### src/rtl/i2s_dac_tx.sv
// I2S transmitter for the codec DAC: one-deep stereo sample buffer, BCLK/LRCK
// generation and MSB-first serialisation with the standard one-BCLK data delay.
module i2s_dac_tx #(
    parameter int DATA_WIDTH = 24,
    parameter int SLOT_WIDTH = 32,
    parameter int BCLK_DIV   = 4
) (
    input  logic                  AUDIO_CLK,
    input  logic                  reset,
    input  logic [DATA_WIDTH-1:0] lsound_in,
    input  logic [DATA_WIDTH-1:0] rsound_in,
    input  logic                  sample_valid,
    output logic                  sample_ready,
    output logic                  frame_start,
    output logic                  underrun,
    input  logic                  underrun_clr,
    output logic                  AUD_BCLK,
    output logic                  AUD_DACLRCK,
    output logic                  AUD_DACDAT
);

    localparam int DIV_W = $clog2(BCLK_DIV);
    localparam int BIT_W = $clog2(2 * SLOT_WIDTH);

    localparam logic [DIV_W-1:0] DIV_LAST = DIV_W'(BCLK_DIV - 1);
    localparam logic [DIV_W-1:0] DIV_HALF = DIV_W'(BCLK_DIV / 2);
    localparam logic [BIT_W-1:0] BIT_LAST = BIT_W'(2 * SLOT_WIDTH - 1);
    localparam logic [BIT_W-1:0] SLOT     = BIT_W'(SLOT_WIDTH);
    localparam logic [BIT_W-1:0] L_FIRST  = BIT_W'(1);
    localparam logic [BIT_W-1:0] L_LAST   = BIT_W'(DATA_WIDTH);
    localparam logic [BIT_W-1:0] R_FIRST  = BIT_W'(SLOT_WIDTH + 1);
    localparam logic [BIT_W-1:0] R_LAST   = BIT_W'(SLOT_WIDTH + DATA_WIDTH);

    logic [DIV_W-1:0]      div_cnt, div_nxt;
    logic [BIT_W-1:0]      bit_cnt, bit_nxt;
    logic                  div_wrap, frame_wrap, accept;
    logic                  left_slot, right_slot;
    logic                  buf_full;
    logic [DATA_WIDTH-1:0] buf_l, buf_r;
    logic [DATA_WIDTH-1:0] last_l, last_r;
    logic [DATA_WIDTH-1:0] sh_l, sh_r;

    // Outputs are registered from the next counter values so they line up
    // with the counters cycle for cycle.
    always_comb begin
        div_wrap   = (div_cnt == DIV_LAST);
        frame_wrap = div_wrap && (bit_cnt == BIT_LAST);
        div_nxt    = div_wrap ? '0 : div_cnt + 1'b1;
        bit_nxt    = bit_cnt;
        if (div_wrap) begin
            bit_nxt = (bit_cnt == BIT_LAST) ? '0 : bit_cnt + 1'b1;
        end
        left_slot  = (bit_nxt >= L_FIRST) && (bit_nxt <= L_LAST);
        right_slot = (bit_nxt >= R_FIRST) && (bit_nxt <= R_LAST);
        accept     = sample_valid & sample_ready;
    end

    always_ff @(posedge AUDIO_CLK) begin
        if (reset) begin
            div_cnt      <= '0;
            bit_cnt      <= '0;
            buf_full     <= 1'b0;
            buf_l        <= '0;
            buf_r        <= '0;
            last_l       <= '0;
            last_r       <= '0;
            sh_l         <= '0;
            sh_r         <= '0;
            sample_ready <= 1'b0;
            frame_start  <= 1'b0;
            underrun     <= 1'b0;
            AUD_BCLK     <= 1'b0;
            AUD_DACLRCK  <= 1'b0;
            AUD_DACDAT   <= 1'b0;
        end else begin
            div_cnt     <= div_nxt;
            bit_cnt     <= bit_nxt;
            AUD_BCLK    <= (div_nxt >= DIV_HALF);
            AUD_DACLRCK <= (bit_nxt >= SLOT);
            frame_start <= frame_wrap;
            // Stays low for one cycle after the buffer drains at a boundary.
            sample_ready <= ~buf_full & ~accept;
            buf_full     <= accept | (buf_full & ~frame_wrap);

            if (accept) begin
                buf_l <= lsound_in;
                buf_r <= rsound_in;
            end

            if (frame_wrap) begin
                if (buf_full) begin
                    sh_l   <= buf_l;
                    sh_r   <= buf_r;
                    last_l <= buf_l;
                    last_r <= buf_r;
                end else begin
                    sh_l <= last_l;
                    sh_r <= last_r;
                end
            end else if (div_wrap) begin
                if (left_slot)  sh_l <= sh_l << 1;
                if (right_slot) sh_r <= sh_r << 1;
            end

            if (frame_wrap && !buf_full) begin
                underrun <= 1'b1;
            end else if (underrun_clr) begin
                underrun <= 1'b0;
            end

            // Data only moves on the BCLK falling edge (divider wrap).
            if (div_wrap) begin
                if (left_slot) begin
                    AUD_DACDAT <= sh_l[DATA_WIDTH-1];
                end else if (right_slot) begin
                    AUD_DACDAT <= sh_r[DATA_WIDTH-1];
                end else begin
                    AUD_DACDAT <= 1'b0;
                end
            end
        end
    end

endmodule
### config.mk
export PLATFORM = sky130hd
export DESIGN_NAME = i2s_dac_tx
export DESIGN_NICKNAME = d
export VERILOG_FILES = /design/src/rtl/i2s_dac_tx.sv
export SDC_FILE = /design/constraint.sdc
export NUM_CORES = 1
export LEC_CHECK = 0
export BUFFER_PORTS_ARGS = -buffer_cell sky130_fd_sc_hd__buf_2
export CAP_MARGIN = 30
export CORE_MARGIN = 8
export CORE_UTILIZATION = 40
export CTS_CLUSTER_SIZE = 16
export DETAILED_ROUTE_END_ITERATION = 8
export GPL_ROUTABILITY_DRIVEN = 0
export PLACE_DENSITY = 0.63
export SYNTH_ARGS = -nofsm -noshare
export SYNTH_HDL_FRONTEND = slang
export SYNTH_SLANG_ARGS = --single-unit
### constraint.sdc
create_clock -name AUDIO_CLK -period 3.7 [get_ports AUDIO_CLK]
set_clock_uncertainty 0.1 [all_clocks]
set_input_delay 0.185 -clock AUDIO_CLK [delete_from_list [all_inputs] [get_ports AUDIO_CLK]]
set_output_delay 0.185 -clock AUDIO_CLK [all_outputs]
set_load 0.02 [all_outputs]
==> results of run 1 <==
## flip-flops by register name, summed over array words and instances, names as in the netlist
register,count
sample_ready,1
buf_l,24
frame_start,1
bit_cnt,6
AUD_DACLRCK,1
last_r,24
sh_r,24
AUD_BCLK,1
buf_full,1
buf_r,24
underrun,1
last_l,24
AUD_DACDAT,1
div_cnt,1
sh_l,24
## critical path, delay by kind of cell, from the launching register on
kind | cells | cell delay [ps]
AO/OA/AOI/OAI | 1 | 130
XOR/XNOR | 1 | 240
adder cells (fa/ha/maj) | 1 | 500
buffers and inverters | 2 | 600
flip-flops | 1 | 340
AND/OR/NAND/NOR | 3 | 840
## layout make-up
| type | count | area, sq um |
|---|---|---|
| Fill cell | 1737 | 9200 |
| Multi-Input combinational cell | 659 | 3790 |
| Sequential cell | 158 | 3160 |
| Timing Repair Buffer | 123 | 918 |
| Clock buffer | 18 | 429 |
| Tap cell | 229 | 287 |
| Clock inverter | 14 | 169 |
| Inverter | 3 | 11.3 |
## cell families after synthesis
family | share of synthesized area (%)
xor+xnor | 0.717
buf+inv | 5.22
fa+ha+maj | 0.341
mux | 10.4
compound gates | 17.5
flops | 43.2
simple gates | 22.7
## per-stage QoR
stage	utilization, %	instance area [sq um]	total power [mW]	cells
floorplan	-	7330	2.03	904
finish	48.8	8770	3.89	1204
CTS	48.7	8750	3.93	1203
global route	48.8	8770	4.05	1204
global placement	42.6	7660	2.11	1122
detailed placement	42.6	7660	2.11	1122
## placed cells by master, fill, tap and decap left out, types with 24 or more instances in the layout
cell	instances
mux2i_1	50
nand2_1	245
a21oi_1	98
dlygate4sd3_1	49
and3_1	24
o211ai_1	42
dfxtp_1	157
buf_2	56
nor2_1	55
## per-layer routing
layer  share of wire (%)  global-route usage, %  vias to the layer above
met5                   0                      0                        -
met4                0.90                   4.85                        0
met3                 3.2                   3.05                        9
met2                  44                   22.5                       93
met1                  52                   21.4                     2937
li1                    -                      -                     3263
## how the worst min path moves through the flow
stage	endpoint	depth (start not counted)	startpoint	slack, ps
after detailed placement	div_cnt[0]	1	div_cnt[0]	330
after CTS	underrun	2	reset	180
after floorplan	buf_l[10]	2	lsound_in[10]	220
after global placement	div_cnt[0]	1	div_cnt[0]	310
final	sample_ready	3	sample_valid	50
after global routing	sample_ready	3	sample_valid	60
## power by group through the flow
stage / registers (mW) / logic, mW / clock network [mW]
global route: 1.81 / 0.356 / 1.88
finish: 1.80 / 0.320 / 1.77
CTS: 1.80 / 0.317 / 1.81
detailed placement: 1.84 / 0.276 / 0
global placement: 1.84 / 0.275 / 0
floorplan: 1.82 / 0.213 / 0
==> impl_metrics.toml, run 1 <==
[status]
status = "completed"

[synth]
yosysTopAreaCellShare_pct = 43.2
synth-seq-area-share_pct = 43.2
synthArstFlopShare_pct = 0
yosysMostFrequentCell = "nand2_1"
synth_fp_nets = 958
yosysTopAreaCell = "dfxtp_1"
synth_cell_types = 45
synth_edf_count = 0
yosys_warnings = 0
synth_commonest_cells = "nand2_1 (245), dfxtp_1 (158), a21oi_1 (98), clkbuf_1 (60), nor2_1 (55)"
synth.ff_latch_count = 158
syn_area_sq_um = 7330
yosys_most_used_dff = "dfxtp_1"
syn_area_per_cell_sq_um = 8.11
synth_cells = 904
synth_area_leaders = "dfxtp_1 (43%), nand2_1 (13%), mux2i_1 (6.8%)"

[floorplan]
pin_count = 58
row_count = 49
initial_core_util_pct = 40.8
fp.dieH_um = 151
die-area_sq_um = 22900
coreArea_sq_um = 18000
die_x_um = 151

[clock_network]
root_buffer = "clkbuf_16"
postCtsSetupRepairBufs = 0
clkTransAtPathRegs_ps = 60
cts-resized-gates = 0
cts_made_buffers = 17
htree_num_levels = 4
clock_sink_count = 158
insertion_delay_ps = 420
cts_tree = "built"
cts_hold_buf = 49
cts_buffer_depth = 2

[critical_path]
crit_end = "sh_l[11]"
cp.arrival_ps = 3070
regToRegEndpoint = "sh_l[11]"
crit_type = "reg2reg"
cpMostUsedCell = "buf_4"
crit_fanout = 25
rr_worst_depth = 8
regToRegSetupSlack_ps = 820
required_ps = 3890
crit_path_end_kind = "register"
crit_start = "div_cnt[0]"
cpPeakStageDelay_ps = 500
r2r-start = "div_cnt[0]"
crit_chain = "ha_1, nand4_1, xor2_1, nor4_2, buf_4, or2_1, buf_4, o211ai_1"
critPathSlowestCell = "ha_1"
worstSetupStartpointType = "register"

[timing]
worst_slack_ps = 817
layout_min_cycle_time_ps = 2880
fmax_mhz = 347
setup_violations = 0
slew_headroom_pct = 31.3
period_share_pct = 77.9
rsz0062_at_grt = "no"
drv_slew = 0
fin_hold_ws_ps = 49.2
tightest_slew_ps = 1030
hold_violations = 0
finalSetupTns_ps = 0

[drt]
ant_nets = 0
dr.first_iter.drc_count = 492
via_per_inst = 5.23
drc_errors = 0
drtPass1Iterations = 5
wl_um = 16800
vias = 6302
routedWlPerCell_um = 14.0

[placement]
pre_cts_ws_ps = 836
portBuffers = 57
hpwl_um = 9620

[power_and_ir_drop]
p_int_mw = 2.96
p_comb_share_pct = 8.2
ir_drop_v = 0.000317
p_per_area_nw_per_um2 = 444
leakage_nw = 3.05
p_switching_mw = 0.934
power_frac_clock_pct = 45.5
switching_share_pct = 24.0
p_seq_share_pct = 46.3

[grt]
grt_pass1_wl_um = 28800
antenna_found_initial = 0
overflow = 0
gr-usage-all-layers_pct = 15.2
grt_max_degree = 74
grt_pass1_vias = 5901

[cells_and_area]
area_delta_synth_final_pct = 19.6
layout.nets = 1016
diodes = 0
final_layout_size_suffix_gt1_share_pct = 15.1

[hold_path]
hold_class = "in2reg"

[job]
maxCapViolations = 0
Note: power is estimated with default switching activity, not from simulation.
==> run 2, diff against run 1 <==
clock period = 2.7 ns   (was 3.7 ns; I/O delays follow)
==> run 2 against run 1 <==
Compared with the run above:
- combinational power increased by 45%
- count of clock-buffer cells in the layout grew 1
- sequential power increased by 37%
- final area up 1.4%
- clock power up 38%
- total power increased by 38%
- global-route usage is essentially flat
- flip-flop and latch count unchanged
- non-clock buffer count is 4 higher
- via count is 0.25% higher
- hold slack worse by 35 ps
- largest cell class unchanged
- wire length grew 1.3%
==> impl_metrics.toml, run 2 (synthesized netlist as in run 1, its figures left out) <==
[status]
status = "completed"

[critical_path]
crit_fanout = 17
rr_worst_depth = 7
r2r-start = "bit_cnt[0]"
crit_chain = "ha_1, nand4_1, xor2_1, nor4_2, or2_1, buf_4, o41ai_1"
required_ps = 2920
crit_end = "AUD_DACDAT"
cp.arrival_ps = 2550
worstSetupStartpointType = "register"
regToRegSetupSlack_ps = 380
crit_type = "reg2reg"
cpPeakStageDelay_ps = 450
regToRegEndpoint = "AUD_DACDAT"
crit_path_end_kind = "register"
critPathSlowestCell = "dfxtp_1"
crit_start = "bit_cnt[0]"

[drt]
via_per_inst = 5.23
wl_um = 17000
ant_nets = 0
drc_errors = 0
drtPass1Iterations = 5
dr.first_iter.drc_count = 617
routedWlPerCell_um = 14.1
vias = 6318

[clock_network]
htree_num_levels = 4
cts_made_buffers = 17
clock_sink_count = 158
root_buffer = "clkbuf_16"
clkTransAtPathRegs_ps = 60
cts_tree = "built"
cts_buffer_depth = 2
postCtsSetupRepairBufs = 0
insertion_delay_ps = 420

[timing]
rsz0062_at_grt = "no"
fmax_mhz = 430
worst_slack_ps = 377
layout_min_cycle_time_ps = 2320
drv_slew = 0
tightest_slew_ps = 860
setup_violations = 0
hold_violations = 0
slew_headroom_pct = 42.6
finalSetupTns_ps = 0
period_share_pct = 86.0

[floorplan]
initial_core_util_pct = 40.8
die_x_um = 151
pin_count = 58
fp.dieH_um = 151
coreArea_sq_um = 18000
die-area_sq_um = 22900
row_count = 49

[cells_and_area]
final_common_cell = "nand2_1"
mostFrequentLayoutCells = "nand2_1 (245), dfxtp_1 (157), a21oi_1 (98), buf_2 (56), nor2_1 (55)"
layout.nets = 1020
area_delta_synth_final_pct = 21.3
final_layout_size_suffix_gt1_share_pct = 15.3
diodes = 0

[grt]
grt_max_degree = 64
gr-usage-all-layers_pct = 15.1
overflow = 0
antenna_found_initial = 0
grt_pass1_wl_um = 28800
grt_pass1_vias = 5819

[power_and_ir_drop]
p_seq_share_pct = 45.9
power_frac_clock_pct = 45.5
switching_share_pct = 24.1
p_int_mw = 4.07
leakage_nw = 3.10
p_per_area_nw_per_um2 = 603
ir_drop_v = 0.000413
p_switching_mw = 1.29
p_comb_share_pct = 8.6
p_total_mw = 5.36

[placement]
portBuffers = 57
hpwl_um = 9800
pre_cts_ws_ps = 402

[job]
maxCapViolations = 0

[hold_path]
hold_class = "in2reg"
[run 2: changes by cell type in the layout (fill, tap and decap cells not counted)]
| cell | change |
|---|---|
| buf_12 | +7 |
| buf_4 | -3 |
| clkinv_4 | +2 |
| clkinvlp_4 | -2 |
| clkbuf_1 | +1 |
| clkinv_2 | -1 |
[run 2: repair_timing]
item / CTS / global route
hold buffers: 49 / 0
endpoints found under the hold margin: 49 / 0
resized for setup: 0 / 0
[run 2: routing by layer]
| metal | part of all wire [%] | GRT usage (%) | wire [um] |
|---|---|---|---|
| met4 | 0.63 | 3.41 | 108 |
| met3 | 4.0 | 3.47 | 680 |
| met5 | 0 | 0 | 0 |
| met1 | 50 | 21.3 | 8550 |
| met2 | 45 | 23.0 | 7710 |
[run 2: final cells by class]
type / instances / area [sq um]
inverter: 3 / 11.3
clock inverter: 13 / 166
tap: 229 / 287
multi-input combinational: 659 / 3790
sequential: 158 / 3160
timing repair buffer: 127 / 1040
fill: 1687 / 9080
clock buffer: 19 / 433
[run 2: power by group through the flow]
stage                     registers, mW  logic (mW)  clock network (mW)
after floorplan                    2.49       0.292                   0
after global placement             2.51       0.405                   0
after detailed placement           2.51       0.407                   0
after CTS                          2.46       0.463                2.50
after global routing               2.47       0.511                2.59
final                              2.46       0.463                2.44
[run 2: worst min path at each step]
stage | from | to | slack [ps] | cells past startpoint
6_report | reset | underrun | 10 | 2
4_1_cts | reset | underrun | 7 | 2
3_3_place_gp | rsound_in[21] | buf_r[21] | 280 | 3
3_5_place_dp | lsound_in[8] | buf_l[8] | 280 | 3
2_1_floorplan | lsound_in[10] | buf_l[10] | 170 | 2
5_1_grt | reset | bit_cnt[2] | 30 | 2
[run 2: per-stage QoR]
stage	utilization (%)	hold WS [ps]	instance area (sq um)	std cells
CTS	49.5	7.32	8890	1208
global route	49.5	25.9	8890	1208
detailed placement	43.4	280	7800	1127
finish	49.5	14.6	8890	1208
floorplan	-	171	7330	904
global placement	43.4	278	7800	1127
[run 2: critical path: cells and delay by family (launching register included)]
family | cells | cell delay, ps
DFF | 1 | 450
and+or+nand+nor | 3 | 520
AOI/OAI and AO/OA | 1 | 300
buffers and inverters | 1 | 210
adders and majority gates | 1 | 350
xor gates and xnor gates | 1 | 290
==> run 3, diff against run 2 <==
clock period = 2.96 ns   (was 2.7 ns; I/O delays follow)
==> run 3 against run 2 <==
Compared with the run above:
- first-iteration DRC count down 19%
- total power down 8.2%
- sequential power down 8.5%
- clock power down 7%
- largest power group is now clock
- die area unchanged
- sequential share of layout area up 0.12 points
- critical path depth unchanged
- count of clock-buffer cells in the layout down 2
- maximum frequency down 4.6%
- utilization down 0.16 points
==> impl_metrics.toml, run 3 (synthesized netlist as in run 1, its figures left out) <==
[status]
status = "completed"

[timing]
period_share_pct = 82.3
tightest_slew_ps = 703
drv_slew = 0
finalSetupTns_ps = 0
fmax_mhz = 410
rsz0062_at_grt = "no"
setup_violations = 0
hold_violations = 0
slew_headroom_pct = 53.2
layout_min_cycle_time_ps = 2440

[hold_path]
hold_class = "in2reg"
min_from = "reset"

[critical_path]
cp.arrival_ps = 2680
r2r-start = "div_cnt[0]"
crit_start = "div_cnt[0]"
required_ps = 3210
crit_path_end_kind = "register"
worstSetupStartpointType = "register"
crit_fanout = 47
crit_type = "reg2reg"

[floorplan]
initial_core_util_pct = 40.8
die-area_sq_um = 22900
die_x_um = 151
pin_count = 58
row_count = 49
fp.dieH_um = 151
coreArea_sq_um = 18000

[grt]
grtUsageMet3_pct = 3.56
grt_max_degree = 97
grt.met1_usage_pct = 21.7
grt_busiest_layer = "met2"
grt_pass1_wl_um = 29500
overflow = 0
grt_util_met2_pct = 23.6
antenna_found_initial = 0
gr-usage-all-layers_pct = 15.7
grt_pass1_vias = 6042

[cells_and_area]
final_common_cell = "nand2_1"
mostFrequentLayoutCells = "nand2_1 (245), dfxtp_1 (157), a21oi_1 (98), buf_2 (56), nor2_1 (55)"
final_util_pct = 49.3
final_layout_size_suffix_gt1_share_pct = 15.4
area_delta_synth_final_pct = 20.9
layout.nets = 1018
diodes = 0

[drt]
drtPass1Iterations = 4
via_per_inst = 5.27
ant_nets = 0
routedWlPerCell_um = 14.3
vias = 6358
wl_um = 17200
drc_errors = 0
dr.first_iter.drc_count = 497

[placement]
portBuffers = 57
hpwl_um = 9730

[clock_network]
clock_sink_count = 158
clkTransAtPathRegs_ps = 60
cts_buffer_depth = 2
cts_made_buffers = 17
cts_tree = "built"
postCtsSetupRepairBufs = 0
insertion_delay_ps = 430
root_buffer = "clkbuf_16"
htree_num_levels = 4

[power_and_ir_drop]
p_per_area_nw_per_um2 = 556
leakage_nw = 3.09
ir_drop_v = 0.000429

[job]
maxCapViolations = 0
==> run 3: changes by cell type in the layout (fill, tap and decap cells not counted) <==
| cell | change |
|---|---|
| clkinv_4 | -2 |
| clkbuf_1 | -2 |
| clkinv_2 | -1 |
| inv_6 | +3 |
| clkinvlp_4 | +2 |
| buf_12 | -2 |
==> run 3: worst max-delay path, cell delays in order, from the launching register on <==
cell      delay, ps
dfxtp_1         330
ha_1            270
and4_1          360
o211a_4         220
o21ai_2          50
buf_4           270
or4_1           550
o211ai_1        180
==> run 3: final timing paths <==
| kind | end | slack [ps] | cells past startpoint |
|---|---|---|---|
| max | sh_l[6] | 520 | 7 |
| min | bit_cnt[2] | 90 | 2 |
| max reg2reg | sh_l[6] | 520 | 7 |
| min reg2reg | div_cnt[0] | 330 | 1 |
==> run 3: timing repair <==
item | in CTS | in global routing
gates resized for setup | 0 | 0
setup endpoints to repair | 0 | 0
hold buffers | 49 | 0
endpoints found under the hold margin | 49 | 0
==> run 3: power by group <==
part	switching (mW)	internal [mW]	leakage, nW	total (mW)
logic	0.231	0.186	1.52	0.418
registers	0.0537	2.20	1.28	2.25
clock network	0.920	1.34	0.283	2.26
total	1.21	3.72	3.09	4.92
==> run 3: metal layers <==
layer	vias up	share of wire, %
met2	142	43
met3	18	4.0
met4	0	1.1
met1	2938	52
li1	3260	-
met5	-	0
==> run 3: stage by stage <==
stage               instances  cell area (sq um)  power (mW)  setup WS (ps)  hold WS, ps
finish                   1206               8860        4.92            524         91.8
detailed placement       1125               7760        2.66            545          293
CTS                      1206               8860        4.96            510         67.3
global route             1206               8860        5.12            346         86.7
floorplan                 904               7330        2.54            682          184
global placement         1125               7760        2.66            606          288
==> run 3: final cells by class <==
class                           count  area, sq um
Sequential cell                   158         3160
Clock buffer                       17          425
Timing Repair Buffer              125          996
Clock inverter                     15          185
Fill cell                        1686         9110
Tap cell                          229          287
Inverter                            3         11.3
Multi-Input combinational cell    659         3790
